==> config.mk <==
export PLATFORM = sky130hd
export DESIGN_NAME = ahblsram_ahb_slave_if
export DESIGN_NICKNAME = d
export VERILOG_FILES = /design/src/rtl/ahblsram_pkg.sv /design/src/rtl/ahblsram_ahb_slave_if.sv
export SDC_FILE = /design/constraint.sdc
export NUM_CORES = 1
export LEC_CHECK = 0
export ABC_AREA = 1
export ABC_CLOCK_PERIOD_IN_PS = 2000
export BUFFER_PORTS_ARGS = -buffer_cell sky130_fd_sc_hd__buf_2
export CAP_MARGIN = 40
export CORE_ASPECT_RATIO = 1.1
export CORE_MARGIN = 3
export CORE_UTILIZATION = 45
export CTS_BUF_LIST = sky130_fd_sc_hd__clkbuf_16
export CTS_CLUSTER_SIZE = 20
export DETAILED_ROUTE_END_ITERATION = 6
export PLACE_DENSITY = 0.85
export SLEW_MARGIN = 20
export SYNTH_ARGS = -nofsm -noshare
export SYNTH_HDL_FRONTEND = slang
export SYNTH_SLANG_ARGS = --single-unit
export TNS_END_PERCENT = 50
==> constraint.sdc <==
create_clock -name HCLK -period 2 [get_ports HCLK]
set_input_delay 0.3 -clock HCLK [delete_from_list [all_inputs] [get_ports HCLK]]
set_output_delay 0.3 -clock HCLK [all_outputs]
set_load 0.02 [all_outputs]
==> src/rtl/ahblsram_pkg.sv <==
`timescale 1ns/1ps
// Shared encodings for the AHB-Lite LSRAM slave front end: FSM state codes, HTRANS,
// HRESP and HSIZE values.
package ahblsram_pkg;

  localparam logic [1:0] ST_IDLE = 2'd0;
  localparam logic [1:0] ST_PEND = 2'd1;
  localparam logic [1:0] ST_WAIT = 2'd2;
  localparam logic [1:0] ST_ERR1 = 2'd3;

  typedef enum logic [1:0] {
    S_IDLE = ST_IDLE,
    S_PEND = ST_PEND,
    S_WAIT = ST_WAIT,
    S_ERR1 = ST_ERR1
  } state_t;

  localparam logic [1:0] HTRANS_IDLE   = 2'b00;
  localparam logic [1:0] HTRANS_BUSY   = 2'b01;
  localparam logic [1:0] HTRANS_NONSEQ = 2'b10;
  localparam logic [1:0] HTRANS_SEQ    = 2'b11;

  localparam logic [1:0] HRESP_OKAY  = 2'b00;
  localparam logic [1:0] HRESP_ERROR = 2'b01;

  localparam logic [2:0] HSIZE_BYTE = 3'b000;
  localparam logic [2:0] HSIZE_HALF = 3'b001;
  localparam logic [2:0] HSIZE_WORD = 3'b010;

endpackage

==> src/rtl/ahblsram_ahb_slave_if.sv <==
`timescale 1ns/1ps
// AHB-Lite slave front end for the LSRAM store: captures address phases, issues one-cycle
// requests to the SRAM controller and stretches the data phase until its ack.
// Define AHB_SRAM_ERR_RESP_EN to return a two-cycle ERROR for out-of-range or oversize accesses.
//
//  state  | meaning
//  S_IDLE | ready; accept a new address phase (also the second ERROR cycle)
//  S_PEND | captured transfer waiting for BUSY low; req issued from here
//  S_WAIT | req issued, waiting for sramahb_ack
//  S_ERR1 | first ERROR cycle, HREADYOUT low
module ahblsram_ahb_slave_if
  import ahblsram_pkg::*;
#(
  parameter int AHB_DWIDTH = 32,
  parameter int AHB_AWIDTH = 20,
  parameter int MEM_BYTES  = 2048
) (
  input  logic                  HCLK,
  input  logic                  HRESETN,
  input  logic                  HSEL,
  input  logic [AHB_AWIDTH-1:0] HADDR,
  input  logic [1:0]            HTRANS,
  input  logic                  HWRITE,
  input  logic [2:0]            HSIZE,
  input  logic                  HREADYIN,
  input  logic [AHB_DWIDTH-1:0] HWDATA,
  output logic                  HREADYOUT,
  output logic [1:0]            HRESP,
  output logic [AHB_DWIDTH-1:0] HRDATA,
  output logic                  ahbsram_req,
  output logic                  ahbsram_write,
  output logic [2:0]            ahbsram_size,
  output logic [AHB_AWIDTH-1:0] ahbsram_addr,
  output logic [AHB_DWIDTH-1:0] ahbsram_wdata,
  input  logic                  sramahb_ack,
  input  logic [AHB_DWIDTH-1:0] sramahb_rdata,
  input  logic                  BUSY
);

  if (AHB_DWIDTH != 32) begin : g_dwidth_check
    $error("ahblsram_ahb_slave_if supports AHB_DWIDTH=32 only");
  end
  if ((MEM_BYTES % 4 != 0) || (MEM_BYTES > (1 << AHB_AWIDTH))) begin : g_mem_check
    $error("ahblsram_ahb_slave_if: MEM_BYTES must be word aligned and addressable");
  end

  state_t                state;
  logic [AHB_DWIDTH-1:0] rdata_q;
  logic                  capture;
  logic                  bad_xfer;
  logic                  ack_rd;

  assign capture = HSEL & HREADYIN & HREADYOUT &
                   ((HTRANS == HTRANS_NONSEQ) | (HTRANS == HTRANS_SEQ));

`ifdef AHB_SRAM_ERR_RESP_EN
  localparam logic [AHB_AWIDTH-1:0] MEM_LIMIT = AHB_AWIDTH'(MEM_BYTES);
  logic err_resp;

  assign bad_xfer = (HADDR >= MEM_LIMIT) | (HSIZE > HSIZE_WORD);

  // ERROR is held through ERR1 and the following ready cycle, which is the second ERROR cycle
  always_ff @(posedge HCLK or negedge HRESETN) begin
    if (!HRESETN) err_resp <= 1'b0;
    else          err_resp <= (capture & bad_xfer) | (state == S_ERR1);
  end

  assign HRESP = err_resp ? HRESP_ERROR : HRESP_OKAY;
`else
  assign bad_xfer = 1'b0;
  assign HRESP    = HRESP_OKAY;
`endif

  always_ff @(posedge HCLK or negedge HRESETN) begin
    if (!HRESETN) begin
      state         <= S_IDLE;
      rdata_q       <= '0;
      ahbsram_addr  <= '0;
      ahbsram_size  <= '0;
      ahbsram_write <= 1'b0;
    end else begin
      if (capture) begin
        ahbsram_addr  <= HADDR;
        ahbsram_size  <= HSIZE;
        ahbsram_write <= HWRITE;
      end
      if (ack_rd) rdata_q <= sramahb_rdata;
      case (state)
        S_IDLE:  if (capture) state <= bad_xfer ? S_ERR1 : S_PEND;
        S_PEND:  if (!BUSY) state <= S_WAIT;
        S_WAIT:  if (sramahb_ack) state <= capture ? (bad_xfer ? S_ERR1 : S_PEND) : S_IDLE;
        S_ERR1:  state <= S_IDLE;
        default: state <= S_IDLE;
      endcase
    end
  end

  always_comb begin
    HREADYOUT = 1'b1;
    case (state)
      S_PEND, S_ERR1: HREADYOUT = 1'b0;
      S_WAIT:         HREADYOUT = sramahb_ack;
      default:        HREADYOUT = 1'b1;
    endcase
  end

  // Read data is forwarded in the ack cycle itself and then held; write acks leave it alone
  assign ack_rd        = (state == S_WAIT) & sramahb_ack & ~ahbsram_write;
  assign HRDATA        = ack_rd ? sramahb_rdata : rdata_q;
  assign ahbsram_req   = (state == S_PEND) & ~BUSY;
  assign ahbsram_wdata = HWDATA;

endmodule
==> results.sh <==
export IMPL_die_area_um2=7128
export IMPL_viasPerCell=4.696
export IMPL_io_buffers=120
export IMPL_drc=0
export IMPL_tightest_slew_ns=0.7059
export IMPL_switching_power_w=0.001812
export IMPL_fmax_mhz=543.9
export IMPL_core_area_um2=5878
export IMPL_p_comb_frac=0.373
export IMPL_worstPathMaxFanout=33
export IMPL_initial_utilization=0.4708
export IMPL_ys_types=18
export IMPL_synth_compound_area_frac=0.07188
export IMPL_intPower_w=0.003006
export IMPL_register_area_um2=1451
export IMPL_synthMuxAreaShare=0
export IMPL_period_minus_slack_ns=1.839
export IMPL_power_density_nw_per_um2=1397
export IMPL_io_pin_count=188
export IMPL_synth_ff_type="dfrtp_1"
export IMPL_power_w=0.004818
export IMPL_holdCritPathClass="in -> async"
export IMPL_endpoint_kind="output pin"
export IMPL_required_ns=1.70
export IMPL_rsz0062_at_grt="no"
export IMPL_cts_sinks=58
export IMPL_layout_cells_non_filler=487
export IMPL_setup_viol=0
export IMPL_rows=29
export IMPL_clkTransAtPathRegs_ns=0.05
export IMPL_p_clk_frac=0.263
export IMPL_synth_area_um2=2768
export IMPL_dpl_cell_count=472
export IMPL_drtIter0Drc=41
export IMPL_wire_per_inst_um=12.59
export IMPL_hold_violations=0
export IMPL_slew_headroom=0.5289
export IMPL_synth_area_per_cell_um2=8.676
export IMPL_p_sw_frac=0.3761
export IMPL_grt_pass1_vias=2139
export IMPL_cts_setup_buffers=0
export IMPL_synth_simple_area_share=0.2414
export IMPL_start_kind="flip-flop"
export IMPL_synth_most_common_cell="nand2_1"
export IMPL_overflow=0
export IMPL_gp_congestion=0.7299
export IMPL_critPathKind="reg -> out"
export IMPL_grt_max_degree=34
export IMPL_ant_nets=0
export IMPL_fillCellCount=528
export IMPL_wl_um=6129
export IMPL_cts_tree="done"
export IMPL_synth_seq_cells=58
export IMPL_yosys_warnings=0
export IMPL_nNetsFinal=502
export IMPL_fin_area_um2=3448
export IMPL_crit_arrival_ns=1.54
export IMPL_fp_dieW_um=80.78
export IMPL_slew_violations=0
export IMPL_synth_edf_count=0
export IMPL_p_leak_nw=1.998
export IMPL_synthTopCellsByArea="dfrtp_1, nand2_1, nand3_1, buf_4, o21bai_1"
export IMPL_clock_skew_ns=0.007611
export IMPL_grt_util_all_layers=0.1719
export IMPL_status="complete, no violations"
export IMPL_seq_area_frac_synth=0.5244
export IMPL_yosys_area_top_type="dfrtp_1"
export IMPL_ys_async_sr_fraction=1.000
export IMPL_synth_xor_area_frac=0
export IMPL_cap_violations=0
export IMPL_cts_root_buf="clkbuf_16"
export IMPL_die_h_um=88.25
export IMPL_postCtsHoldBufs=0
export IMPL_dp_hpwl_um=4317
export IMPL_clock_path_buffers=2
export IMPL_synth_fa_ha_area_frac=0
export IMPL_netlist_top_cells_count="nand2_1, dfrtp_1, nand3_1, buf_4, inv_1"
export IMPL_drt_pass1_iter_count=5
export IMPL_numCtsBuffers=9
export IMPL_synthToLayoutAreaGrowth_pct=24.59
export IMPL_cts_htree_levels=3
export IMPL_grt_pass1_wl_um=9404
export IMPL_synth_top_family_by_area="simple AND/OR/NAND/NOR gates"
export IMPL_place_area_um2=3186
export IMPL_seq_power_share=0.364
export IMPL_holdWs_ns=0.002206
export IMPL_tns_ns=0
export IMPL_worstSkewPairLatency_ns=0.31
export IMPL_synthCells=319
export IMPL_via_count=2287
export IMPL_multi_input_area_um2=874.6
export IMPL_antenna_found_initial=0
export IMPL_finalCritPeriodShare=0.9193
export IMPL_yosysTopAreaCellShare=0.5244
export IMPL_ir_drop_mv=0.6863
export IMPL_num_antenna_cells=0
export IMPL_drive_above_1_share=0.3537
==> cells by family after synthesis <==
logic type      count (synthesis)
compound gates                 27
buf+inv                        79
flops                          58
other cells                     1
simple gates                  154
==> state kept, by name, summed over array words and instances (netlist names) <==
| name | cells |
|---|---|
| rdata_q | 32 |
| ahbsram_addr | 20 |
| ahbsram_size | 3 |
| state | 2 |
| ahbsram_write | 1 |
==> final timing paths <==
| path | to | slack (ns) | start | cells after the start |
|---|---|---|---|---|
| worst max-delay path | HRDATA[0] | 0.16 | state[0]$_DFFE_PN0P_ | 5 |
| worst min-delay path | rdata_q[28]$_DFF_PN0_ | 0.002 | HRESETN | 1 |
| worst max register to register | ahbsram_addr[15]$_DFFE_PN0P_ | 0.76 | state[0]$_DFFE_PN0P_ | 4 |
| worst min register to register | rdata_q[6]$_DFF_PN0_ | 0.46 | rdata_q[6]$_DFF_PN0_ | 2 |
| max in group asynchronous | rdata_q[7]$_DFF_PN0_ | 1.40 | HRESETN | 2 |
| min in group HCLK | ahbsram_addr[5]$_DFFE_PN0P_ | 0.21 | HADDR[5] | 3 |
==> what timing repair did <==
item / in CTS / in global routing
hold endpoints to repair: 0 / 0
setup endpoints to repair: 0 / 10
resized for setup: 0 / 3
==> cell usage in the layout, fill, tap and decap left out, types with 3 or more instances in the layout <==
master       n
nand3_1     57
buf_6        3
dfrtp_1     58
o21bai_1    24
clkbuf_16    9
nand2_1     92
inv_1       27
clkinv_2     3
buf_2      120
==> final cells by class <==
class / count / share of cell area
Clock inverter: 6 / 0.007620
Timing Repair Buffer: 126 / 0.1941
Clock buffer: 9 / 0.06531
Multi-Input combinational cell: 183 / 0.2536
Inverter: 28 / 0.03048
Sequential cell: 58 / 0.4209
Tap cell: 77 / 0.02794
==> stage by stage <==
step	setup WS, ns	util
2_1_floorplan	0.5607	-
3_3_place_gp	0.4414	0.5419
3_5_place_dp	0.4122	0.5419
4_1_cts	0.06792	0.5847
5_1_grt	0.03270	0.5866
6_report	0.1613	0.5866
==> power groups by stage <==
stage / Clock [W] / Combinational [W] / Sequential (W)
6_report: 0.00127 / 0.00180 / 0.00175
2_1_floorplan: 0 / 0.00112 / 0.00190
3_3_place_gp: 0 / 0.00178 / 0.00175
3_5_place_dp: 0 / 0.00181 / 0.00176
5_1_grt: 0.00135 / 0.00199 / 0.00180
4_1_cts: 0.00130 / 0.00182 / 0.00175
==> critical path: stages, from the launching register on <==
cell and delay (ns):
dfrtp_1 0.44, nor2_4 0.14, buf_6 0.24, nand3_1 0.10, nand2_1 0.12, buf_2 0.18
==> per-layer routing <==
| layer | global-route usage | vias to the layer above | routed length (um) |
|---|---|---|---|
| met2 | 0.3140 | 101 | 3060 |
| met4 | 0.08756 | 0 | 87 |
| met1 | 0.1799 | 1029 | 2395 |
| li1 | - | 1147 | - |
| met3 | 0.04786 | 10 | 585 |
| met5 | 0 | - | 0 |
No activity file was read; power rests on OpenSTA's default activity.
